--- src/rtl/read_bank_arbiter.sv ---
// read_bank_arbiter
//   Per-bank read arbiter for the multi-bank RAM. Each of NB_RDAGENT read agents
//   targets one bank per cycle. Same-bank collisions are resolved combinationally.
//   ARB_MODE=0 grants the lowest index, and ARB_MODE=1 rotates a per-bank pointer.
//   Losing agents hold their request until they are granted.
//
//   Optional feature macro: READ_ARB_STATS_EN
//     defined   : coll_count is a saturating count of collision cycles, and
//                 clear_count zeroes it.
//     undefined : coll_count is tied to 0 and clear_count is ignored.
//
// Ports
//   aclk         in   clock, rising edge
//   areset       in   asynchronous reset, active-high (also gates rd_grant)
//   rd_req       in   per-agent read request
//   rd_bank      in   agent i bank index at [i*BANK_W +: BANK_W]
//   rd_grant     out  per-agent grant, same cycle as the request
//   collision    out  registered: previous cycle had >=2 requests on one bank
//   coll_agents  out  registered: in-range agents denied in the previous cycle
//   clear_count  in   synchronous clear of coll_count
//   coll_count   out  saturating collision-cycle count
module read_bank_arbiter #(
    parameter int NB_RDAGENT = 4,
    parameter int NB_BANK    = 4,
    parameter int BANK_W     = (NB_BANK > 1) ? $clog2(NB_BANK) : 1,
    parameter int ARB_MODE   = 1,
    parameter int CNT_W      = 16
) (
    input  logic                         aclk,
    input  logic                         areset,
    input  logic [NB_RDAGENT-1:0]        rd_req,
    input  logic [NB_RDAGENT*BANK_W-1:0] rd_bank,
    output logic [NB_RDAGENT-1:0]        rd_grant,
    output logic                         collision,
    output logic [NB_RDAGENT-1:0]        coll_agents,
    input  logic                         clear_count,
    output logic [CNT_W-1:0]             coll_count
);

    localparam int              PTR_W      = (NB_RDAGENT > 1) ? $clog2(NB_RDAGENT) : 1;
    localparam int unsigned     NA         = NB_RDAGENT;
    localparam int unsigned     NBK        = NB_BANK;
    // One extra bit so that NB_BANK itself (e.g. 16 with BANK_W=4) is representable.
    localparam logic [BANK_W:0] BANK_LIMIT = (BANK_W + 1)'(NB_BANK);

    if (NB_RDAGENT < 1 || NB_RDAGENT > 16) begin : g_bad_agents
        $error("read_bank_arbiter: NB_RDAGENT must be 1..16");
    end
    if (NB_BANK < 1 || NB_BANK > 16) begin : g_bad_banks
        $error("read_bank_arbiter: NB_BANK must be 1..16");
    end
    if (ARB_MODE != 0 && ARB_MODE != 1) begin : g_bad_mode
        $error("read_bank_arbiter: ARB_MODE must be 0 or 1");
    end

    logic [NB_BANK-1:0][NB_RDAGENT-1:0] bank_req;   // bank_req[b][i]: agent i requests bank b
    logic [NB_RDAGENT-1:0]              req_ok;     // in-range request
    logic [NB_RDAGENT-1:0]              grant_raw;  // arbitration result before reset gating
    logic [NB_BANK-1:0][PTR_W-1:0]      ptr_q;
    logic [NB_BANK-1:0][PTR_W-1:0]      ptr_d;
    logic                               coll_d;
    logic [BANK_W-1:0]                  bidx;
    logic                               found;
    int unsigned                        start;
    int unsigned                        idx;
    int unsigned                        win;

    // Decode each request into its bank row. Out-of-range banks match no row,
    // so they never compete, get granted or count as collisions.
    always_comb begin
        bank_req = '0;
        req_ok   = '0;
        bidx     = '0;
        for (int unsigned i = 0; i < NA; i++) begin
            bidx = rd_bank[i*BANK_W +: BANK_W];
            if (rd_req[i] && ({1'b0, bidx} < BANK_LIMIT)) begin
                req_ok[i] = 1'b1;
                for (int unsigned b = 0; b < NBK; b++) begin
                    if (bidx == BANK_W'(b)) begin
                        bank_req[b][i] = 1'b1;
                    end
                end
            end
        end
    end

    // Per-bank search. Fixed priority starts at agent 0. Round-robin starts at
    // ptr[b] and wraps. Every further requester seen after the winner marks a collision.
    always_comb begin
        grant_raw = '0;
        ptr_d     = ptr_q;
        coll_d    = 1'b0;
        found     = 1'b0;
        start     = 0;
        idx       = 0;
        win       = 0;
        for (int unsigned b = 0; b < NBK; b++) begin
            found = 1'b0;
            win   = 0;
            start = (ARB_MODE == 1) ? 32'(ptr_q[b]) : 0;
            for (int unsigned k = 0; k < NA; k++) begin
                idx = (start + k) % NA;
                if (bank_req[b][idx]) begin
                    if (!found) begin
                        found          = 1'b1;
                        win            = idx;
                        grant_raw[idx] = 1'b1;
                    end else begin
                        coll_d = 1'b1;
                    end
                end
            end
            if (found && (ARB_MODE == 1)) begin
                ptr_d[b] = PTR_W'((win + 1) % NA);
            end
        end
    end

    // Reset drops grants immediately, without waiting for a clock edge.
    always_comb begin
        rd_grant = areset ? '0 : grant_raw;
    end

    always_ff @(posedge aclk or posedge areset) begin
        if (areset) begin
            ptr_q       <= '0;
            collision   <= 1'b0;
            coll_agents <= '0;
        end else begin
            ptr_q       <= ptr_d;
            collision   <= coll_d;
            coll_agents <= req_ok & ~grant_raw;
        end
    end

`ifdef READ_ARB_STATS_EN
    logic [CNT_W-1:0] cnt_q;

    // Clear takes priority over a same-cycle increment, and the count stops at all-ones.
    always_ff @(posedge aclk or posedge areset) begin
        if (areset) begin
            cnt_q <= '0;
        end else if (clear_count) begin
            cnt_q <= '0;
        end else if (coll_d && (cnt_q != '1)) begin
            cnt_q <= cnt_q + CNT_W'(1);
        end
    end

    always_comb begin
        coll_count = cnt_q;
    end
`else
    logic unused_clear_count;

    always_comb begin
        unused_clear_count = clear_count;
        coll_count         = '0;
    end
`endif

endmodule
--- config.mk ---
export PLATFORM = sky130hd
export DESIGN_NAME = read_bank_arbiter
export DESIGN_NICKNAME = d
export VERILOG_FILES = /design/src/rtl/read_bank_arbiter.sv
export SDC_FILE = /design/constraint.sdc
export NUM_CORES = 1
export LEC_CHECK = 0
export CAP_MARGIN = 20
export CORE_UTILIZATION = 55
export DETAILED_ROUTE_END_ITERATION = 6
export PLACE_DENSITY_LB_ADDON = 0.15
export RECOVER_POWER = 50
export SYNTH_ARGS = -nofsm -noshare
export SYNTH_HDL_FRONTEND = slang
export SYNTH_SLANG_ARGS = --single-unit
--- constraint.sdc ---
create_clock -name aclk -period 4 [get_ports aclk]
set_input_delay 0.6 -clock aclk [delete_from_list [all_inputs] [get_ports aclk]]
set_output_delay 0.6 -clock aclk [all_outputs]
set_load 0.01 [all_outputs]
Word-level counts from Yosys, hierarchy flattened:

Cells that the tools add are included.

* add/sub/neg operators: 16
* magnitude comparators: 32
* equality and inequality tests: 12
* mux-type cells: 197
* bitwise gates (word level): 17
* reductions and logical operators: 20

Operators by type and width (number)
* $mux W4: 29
* $mux W1: 108
* $or A4 B4 Y4: 15
* $mux W2: 28
* $lt A2 B3 Y1 const B: 16
* $bmux W1 S2: 16
* $demux W1 S2: 16
* $ge A2 B1 Y1 const B: 16
* $add A2 B1 Y2 const B: 8
* $add A2 B2 Y2 const B: 8
* $eq A2 B2 Y1 const B: 8
* $logic_and A1 B1 Y1: 16
* $eq A2 B1 Y1 const B: 4
* $logic_not A2 Y1: 4
* $and A4 B4 Y4: 1
* $not A4 Y4: 1

* register bits: 13
* input port bits: 15

Depth between registers and ports, before layout:

Gate-level depths: netlist of run 1.

* depth after elaboration: 50
* depth in mapped cells: 12

Worst setup path after synthesis of run 1:

No wires, ideal clock.

* path kind: register -> output
* from: register ptr_q[6] (netlist name)
* to: output rd_grant[0]
* data arrival time: 2.937 ns
* required time: 3.400 ns
* setup slack: 0.463 ns
* cell stages (with the launch flop): 11
* cell sequence: dfrtp_1 buf_2 clkinv_1 ha_1 buf_1 o21a_1 or2_1 a31oi_1 nand2_1 or4_1 a31oi_1

* longest elaborated chain between the ends: 16
* elaborated cells between the ends (all ways): 46
* those cells by class: add/sub: 3; order compare: 8; mux: 27; bitwise: 4; reduce/logical: 4

Ends and longest elaborated chain
* start, declared: line 59 `logic [NB_BANK-1:0][PTR_W-1:0] ptr_q;`
* start signal, assigned: line 130 `ptr_q <= ptr_d;`
* branches (longest 14 deep; another with $lt A2 B3 Y1)
* $mux W4 (*): line 103 `if (bank_req[b][idx]) begin`
* $mux W4 (*): line 121 `rd_grant = areset ? '0 : grant_raw;`
* end, declared: line 33 `output logic [NB_RDAGENT-1:0] rd_grant,`

Every way passes the cells marked *. The select of a mux whose other input is x is not followed.

Final worst setup path of run 1:

* from: input rd_req[1]
* to: output rd_grant[2]

* longest elaborated chain between the ends: 47
* elaborated cells between the ends (all ways): 92
* those cells by class: mux: 77; bitwise: 15

Ends and longest elaborated chain
* start, declared: line 31 `input logic [NB_RDAGENT-1:0] rd_req,`
* $mux W1: line 76 `if (rd_req[i] && ({1'b0, bidx} < BANK_LIMIT)) begin`
* $bmux W1 S2: line 103
* $mux W1 (not written as such): line 103
* $mux W4: line 103
* $or A4 B4 Y4 (no source line)
* $mux W4: line 104 `if (!found) begin`
* $mux W4: line 103
* $or A4 B4 Y4 (no source line)
* [... 31 more ...]
* $mux W4: line 103
* $or A4 B4 Y4 (no source line)
* $mux W4: line 104
* $mux W4: line 103
* $or A4 B4 Y4 (no source line)
* $mux W4: line 104
* $mux W4 (*): line 103
* $mux W4 (*): line 121

Mark *: on every way between the ends. The rest lies on a longest branch, timed or not. The select of a mux whose other input is x is not followed.

==> metrics.txt, run 1 <==
Initial Utilization about three fifths; Setup TNS 0 ns; Leak 0.00197 uW; critical path data arrival time roughly 3.3 ns; Seq/Total Area, Yosys around a tenth; share of layout cells above drive strength 1 approximately 30%; Hold WC Path Type in2async; Final setup viols 0; core area roughly 5600 um^2; area grow syn2layout 34.2%; Hold Slack around 0.77 ns; TritonCTS Buffers 3; Clock Pin Slew Worst Setup and Hold Paths 0.08 ns; min cycle time layout roughly 3.9 ns; reg2reg start ptr_q[5]; nets@finish between 500 and 600; Synth Warn # 0; IO Pins 40; main combinational cell family by area after synthesis simple AND/OR/NAND/NOR gates; Layout Skew approximately 0.0020 ns; clock buffer depth 2; Vias/cell 6.74; Ant. Diodes 0; reg2reg path depth 9; Compound-Gate Fraction of Synth Area roughly 28%; max frequency roughly 250 MHz; Seq cells post-synth 13; commonest non-fill, non-tap cells in the layout buf_4, nor2_1, nand2_1, nand3_1, inv_1; Slew Viols, Final 0; pin count of the biggest net entering global routing 23; Power, Total 3440 uW; ranking of synthesized cells by area dfrtp_1, ha_1, buf_4; Final ANT Viol Nets 0; first-pass GRT wire length 18800 um; Die Area roughly 6200 um^2; Detailed Route WL 12600 um; Synth Area in Simple Gates between 30% and 40%; DRC violations left 0; Die H roughly 80 um; Synth cell types 79; pre-CTS WS -0.168 ns; initial drt markers between 400 and 500; final worst path period share a little over nine tenths; vias in the first global route around 3800; worst reg2reg setup slack roughly 0.90 ns; CTS tree built; Critical Path End Type primary output; Mapped Area 3240 um^2; final hold viol count 0; vias post-DR about 4100; share of the synthesized area in the top cell type 10.0%; initial antenna violation count 0; clk_lat worst skew around 0.26 ns; # port buffers 22; post-synthesis mux area share about 5.7%; crit path setup slack, layout 0.0573 ns; number of enable flip-flop cells after synthesis 0; Pwr Density between 700 and 800 nW/um^2; required time of the critical path ~3.4 ns; max-cap violations 0; Synth async-reset ratio 100%; Worst VDD drop 0.612 mV; mean post-synth cell area 7.69 um^2; die width approximately 80 um; DR WL/cell approximately 21 um; GRT Util Overall about 39%; most common cell after layout, fill and taps aside buf_4; grt ovf 0; critical path peak fanout 11; crit path kind in2out; GPL Wtd Cong between 0.9 and 1; TritonCTS Sinks 13; XOR/XNOR Fraction of Synth Area roughly 2.2%; post-DP HPWL about 9400 um; drt pass-1 iters 5; end of the worst register-to-register path collision; Post-Synth Adder-Cell Area under 10%; Mapped Cells approximately 420; Slew @ Worst Pin between 0.7 and 0.8 ns; Setup crit start kind input pin; post-synth top area cell dfrtp_1; fill cell count 413; H-tree depth 1; num rows 27; most used flip-flop cell after synthesis dfrtp_1; root buf cell clkbuf_8; outcome finished, final reports clean; Slew headroom 51.0%
## layout make-up
class                      instances  area (um^2)  share of cell area [%]
multi-input combinational        350         2650                    60.9
inverter                          26         97.6                    2.25
tap                               72         90.1                    2.07
timing repair buffer             141         1140                    26.2
clock buffer                       4         45.0                    1.04
sequential                        13          325                    7.49
## per-stage QoR
stage / instances / utilization, % / cell area, um^2
3_3_place_gp: 594 / 74.4 / 4150
2_1_floorplan: 436 / - / 3290
6_report: 606 / 78.0 / 4350
3_5_place_dp: 594 / 74.4 / 4150
5_1_grt: 606 / 78.0 / 4350
4_1_cts: 601 / 76.5 / 4270
## routing by layer
| metal | vias to the layer above | GRT usage (%) | share of wire (%) |
|---|---|---|---|
| li1 | 1827 | - | - |
| met1 | 1916 | 47.7 | 39 |
| met2 | 274 | 68.3 | 48 |
| met3 | 65 | 5.06 | 9.9 |
| met4 | 0 | 14.6 | 3.6 |
| met5 | - | 0 | 0 |
## timing repair
| item | 4_1_cts | 5_1_grt |
|---|---|---|
| buffers inserted | 3 | 2 |
| endpoints found under the setup margin | 4 | 4 |
| gates cloned | 0 | 3 |
| hold buffers | 0 | 0 |
| pin swaps | 7 | 7 |
| resized for setup | 20 | 15 |
## kinds of logic (layout without fill, tap and decap cells)
| logic type | Yosys count | count (layout) |
|---|---|---|
| xor+xnor | 8 | 8 |
| fa+ha+maj | 21 | 21 |
| flops | 13 | 13 |
| compound gates | 117 | 117 |
| buf+inv | 73 | 171 |
| simple gates | 177 | 177 |
| other cells | 1 | 16 |
| mux | 11 | 11 |
## worst max-delay path: stages
cell and delay [ns]:
clkdlybuf4s50_1 0.48, buf_6 0.15, or4b_4 0.48, and3b_4 0.20
a31oi_4 0.25, a211oi_2 0.11, a2111oi_2 0.35, o311ai_2 0.23
and2_1 0.20, dlygate4sd2_1 0.28
## report_power, final
part / leakage, uW / switching [uW] / internal (uW)
Clock: 0.0000228 / 75.3 / 71.1
Sequential: 0.000157 / 70.9 / 203
Combinational: 0.00179 / 1640 / 1370
Total: 0.00197 / 1790 / 1650
## cell usage after synthesis, types with 6 or more instances
| cell | number |
|---|---|
| o211ai_1 | 8 |
| nand2_1 | 29 |
| xnor2_1 | 8 |
| ha_1 | 20 |
| and2_1 | 6 |
| nand3b_1 | 9 |
| a32oi_1 | 6 |
| o31ai_1 | 7 |
| nand3_1 | 23 |
| a21oi_1 | 14 |
| a22oi_1 | 7 |
| buf_2 | 14 |
| and4b_1 | 6 |
| clkbuf_1 | 8 |
| buf_4 | 20 |
| inv_1 | 23 |
| and3b_1 | 8 |
| mux4_2 | 6 |
| nor2_1 | 30 |
| a31oi_1 | 8 |
| nor3_1 | 15 |
| dfrtp_1 | 13 |
| o21ai_0 | 17 |
| and3_1 | 10 |
## worst max path at each step
stage,from,end,slack [ns],cells after the start
after floorplan,ptr_q[6],rd_grant[0],0.46,10
after global placement,rd_bank[1],rd_grant[0],-0.11,11
after detailed placement,rd_bank[4],rd_grant[2],-0.17,11
after CTS,rd_bank[1],rd_grant[3],0.09,11
after global routing,rd_bank[2],rd_grant[3],-0.03,10
final,rd_req[1],rd_grant[2],0.06,10
## sequential cells by signal, indices dropped and copies added (netlist names)
name and count:
coll_agents 4, collision 1, ptr_q 8
No activity file was read; power rests on OpenSTA's default activity.
==> run 2, diff against run 1 <==
CORE_ASPECT_RATIO = 1.75   (was default)
==> metrics.txt, run 2 (synthesis results as in run 1) <==
vias post-DR around 4000; Vias/cell about 6.7; final hold viol count 0; Hold WC Path Type reg2reg; H-tree depth 1; Setup TNS 0 ns; outcome finished with violations; initial drt markers about 500; initial antenna violation count 0; clk_lat worst skew 0.27 ns; GPL Wtd Cong 1.05; Die H between 100 and 150 um; Slew headroom a little over three fifths; # port buffers 22; Setup crit start kind input pin; num rows 36; Power, Total between 3000 and 4000 uW; Detailed Route WL about 12000 um; max frequency 252 MHz; root buf cell clkbuf_8; area grow syn2layout 35.0%; Worst VDD drop 0.439 mV; critical path peak fanout 6; Final setup viols 0; TritonCTS Sinks 13; DRC violations left 2; Slew Viols, Final 0; max-cap violations 0; GRT Util Overall between 40% and 50%; Final ANT Viol Nets 0; IO Pins 40; DR WL/cell 20.3 um; drt pass-1 iters 7; first-pass GRT wire length between 15000 and 20000 um; Critical Path End Type primary output; TritonCTS Buffers 3; Top reg by flops ptr_q; final worst path period share a little under 100%; CTS tree built; die width around 60 um; min cycle time layout between 3 and 4 ns; Die Area between 6000 and 7000 um^2; pin count of the biggest net entering global routing 23; post-DP HPWL 9200 um; Ant. Diodes 0; Pwr Density about 800 nW/um^2; Layout Skew about 0.0089 ns; crit path kind in2out; Clock Pin Slew Worst Setup and Hold Paths ~0.080 ns; cts hold-fix bufs 0; core area about 5600 um^2; vias in the first global route 3803; Leak between 0.0015 and 0.002 uW; required time of the critical path approximately 3.4 ns; largest registers ptr_q (8), coll_agents (4), collision (1); commonest non-fill, non-tap cells in the layout buf_4, nor2_1, nand2_1, nand3_1, inv_1; most common cell after layout, fill and taps aside buf_4; grt ovf 0; nets@finish 565; Initial Utilization a little under three fifths; max reg flops 8; Slew @ Worst Pin 0.556 ns; fill cell count 440; clock buffer depth 2; critical path data arrival time approximately 3.4 ns; share of layout cells above drive strength 1 30.2%; failing checks design-rule violations
==> run 2: cell count changes in the layout (fill, tap and decap cells not counted), sizes merged, moves of 2 or more <==
cell           before  now
clkdlybuf4s50       5    8
dlygate4sd2         7    5
dlymetal6s2s        5    2
buf               118  113
==> run 2: final timing paths <==
kind / startpoint / endpoint / cells past startpoint / slack [ns]
max: rd_bank[6] / rd_grant[3] / 11 / 0.03
min: ptr_q[5] / ptr_q[5] / 2 / 0.69
max reg2reg: ptr_q[2] / coll_agents[0] / 9 / 1.01
min reg2reg: ptr_q[5] / ptr_q[5] / 2 / 0.69
max in group asynchronous: areset / coll_agents[0] / 3 / 2.45
min in group asynchronous: areset / coll_agents[1] / 2 / 0.79
==> run 2: final cells by class <==
| class | instances | area, um^2 | area share [%] |
|---|---|---|---|
| Clock buffer | 4 | 45.0 | 1.03 |
| Sequential cell | 13 | 325 | 7.44 |
| Timing Repair Buffer | 136 | 1090 | 25.1 |
| Tap cell | 76 | 95.1 | 2.18 |
| Multi-Input combinational cell | 350 | 2710 | 62.0 |
| Inverter | 26 | 101 | 2.32 |
==> run 2: through the flow <==
stage          util, %  hold WS, ns  std cells  setup WS (ns)  cell area [um^2]
2_1_floorplan        -        0.492        436          0.463              3290
3_3_place_gp      73.8        0.649        595         -0.277              4150
3_5_place_dp      73.8        0.680        595         -0.384              4150
4_1_cts           75.1        0.663        599       -0.00616              4230
5_1_grt           77.6        0.716        605        -0.0259              4370
6_report          77.6        0.691        605         0.0295              4370
==> run 2: worst max-delay path: stages <==
cell and delay [ns]:
clkdlybuf4s50_1 0.54, buf_4 0.19, and4b_1 0.31, nor3_4 0.08, buf_4 0.14, o21ba_4 0.23
a221oi_1 0.33, and4b_1 0.37, o311ai_2 0.16, and2_1 0.20, clkdlybuf4s15_1 0.22
==> run 2: layer usage <==
metal | part of all wire (%) | global-route usage (%) | vias to the layer above
li1 | - | - | 1813
met1 | 35 | 44.8 | 1863
met2 | 50 | 67.7 | 301
met3 | 7.7 | 6.87 | 86
met4 | 7.1 | 26.1 | 0
met5 | 0 | 0 | -
==> run 2: power breakdown <==
| part | internal (uW) | leakage [uW] | switching, uW | total [uW] |
|---|---|---|---|---|
| clock | 71.1 | 0.0000228 | 68.3 | 139 |
| combinational | 1410 | 0.00175 | 1700 | 3100 |
| sequential | 203 | 0.000157 | 63.1 | 266 |
==> run 2: what timing repair did <==
item | in CTS | in global routing
gates resized for setup | 15 | 19
endpoints found under the setup margin | 4 | 4
pin swaps | 6 | 9
setup buffers | 0 | 6
==> run 3, diff against run 2 <==
CTS_BUF_LIST = sky130_fd_sc_hd__clkbuf_2 sky130_fd_sc_hd__clkbuf_4 sky130_fd_sc_hd__clkbuf_8   (was default)
==> metrics.txt, run 3 (synthesis results as in run 1) <==
fill cell count ~450; WP buf/inv 3; Hold Slack approximately 0.69 ns; vias post-DR around 4000; commonest non-fill, non-tap cells in the layout buf_4, nand2_1, nor2_1, nand3_1, inv_1; Leak ~0.0019 uW; cts hold-fix bufs 0; met1 Usage GRT between 40% and 50%; clock buffer depth 2; CP delay by family, top buffers and inverters; worst reg2reg setup slack around 1.0 ns; most common cell after layout, fill and taps aside buf_4; Slew headroom a little over three fifths; die width about 60 um; IO Pins 40; Hold WC Path Type reg2reg; Ant. Diodes 0; crit path cell chain clkdlybuf4s50_1 -> buf_4 -> nand3b_1 -> mux4_2 -> o21ai_2 -> nor2_2 -> a2111oi_2 -> o311ai_2 -> and2_1 -> dlygate4sd2_1; outcome finished, final reports clean; met2 GRT Util 67.1%; Layout Skew around 0.0070 ns; critical path peak fanout 6; nets@finish roughly 560; DR WL/cell about 20 um; final hold viol count 0; GPL Wtd Cong roughly 1.0; pin count of the biggest net entering global routing 23; met3 Use GR about 5.9%; max-cap violations 0; CTS tree built; TritonCTS Buffers 3; Vias/cell 6.68; initial antenna violation count 0; Final setup viols 0; Critical Path End Type primary output; sequential cell area between 300 and 400 um^2; Die H between 100 and 150 um; crit path kind in2out; first-pass GRT wire length 19100 um; Slew @ Worst Pin about 0.56 ns; Worst VDD drop about 0.44 mV; Slew Viols, Final 0; area grow syn2layout 34.3%; max incr delay on CP between 0.5 and 0.6 ns; Setup crit start kind input pin; Initial Utilization a little under three fifths; post-DP HPWL slightly above 9000 um; grt ovf 0; GRT Max-Usage Layer met2; Slowest-stage cell, CP mux4_2; Clock Pin Slew Worst Setup and Hold Paths around 0.07 ns; critical path data arrival time approximately 3.4 ns; initial drt markers roughly 570; drt pass-1 iters 6; GRT Util Overall roughly two fifths; share of layout cells above drive strength 1 a little under a third; Die Area slightly above 6000 um^2; final worst path period share 99.3%; largest registers ptr_q (8), coll_agents (4), collision (1); # port buffers 22; Top reg by flops ptr_q; vias in the first global route around 3800; DRC violations left 0; max frequency roughly 250 MHz; final core utilization approximately 77%; H-tree depth 1; Pwr Density 796 nW/um^2; clk_lat worst skew between 0.2 and 0.3 ns; TritonCTS Sinks 13; core area 5630 um^2; root buf cell clkbuf_8; Detailed Route WL between 10000 and 15000 um; max reg flops 8; area of the multi-input gates 2710 um^2; min cycle time layout between 3 and 4 ns; Final ANT Viol Nets 0; num rows 36; required time of the critical path ~3.4 ns
## run 3: per-stage QoR
stage	cell area, um^2	std cells	setup TNS (ns)	total power [uW]	worst slack [ns]
final	4350	602	0	3460	0.0270
after CTS	4230	599	-0.00616	3240	-0.00616
after global placement	4150	595	-0.633	2990	-0.277
after global routing	4350	602	-0.0760	3690	-0.0345
after floorplan	3290	436	0	2020	0.463
after detailed placement	4150	595	-0.900	3080	-0.384
## run 3: per-layer routing
metal	vias to the layer above	wire length (um)	share of wire (%)
met1	1819	4080	34
li1	1803	-	-
met4	0	1060	8.7
met3	94	1050	8.7
met2	307	5950	49
met5	-	0	0
## run 3: path summary, 6_finish.rpt
| check | cells past startpoint | endpoint | from |
|---|---|---|---|
| worst max-delay path | 10 | rd_grant[1] | rd_bank[6] |
| worst min-delay path | 2 | ptr_q[5] | ptr_q[5] |
| worst max register to register | 9 | coll_agents[0] | ptr_q[2] |
| worst min register to register | 2 | ptr_q[5] | ptr_q[5] |
| max in group asynchronous | 3 | coll_agents[0] | areset |
| min in group asynchronous | 2 | coll_agents[1] | areset |
## run 3: worst min-delay path, cell delays in order, from the launching register on
cell and delay [ns]:
dfrtp_1 0.35, inv_1 0.11, mux2i_1 0.18
## run 3: repair_timing
action | CTS | global route
gates resized for setup | 15 | 20
setup endpoints to repair | 4 | 4
pin swaps | 6 | 8
setup buffers | 0 | 3
## run 3: area by class of cell
class	count	share of cell area (%)
inverter	26	2.33
clock buffer	4	1.12
tap	76	2.19
timing repair buffer	133	24.6
sequential	13	7.48
multi-input combinational	350	62.3
## run 3: power by group
group / switching (uW) / internal, uW / leakage [uW]
sequential: 61.9 / 203 / 0.000157
combinational: 1680 / 1370 / 0.00174
clock: 68.0 / 77.9 / 0.0000262
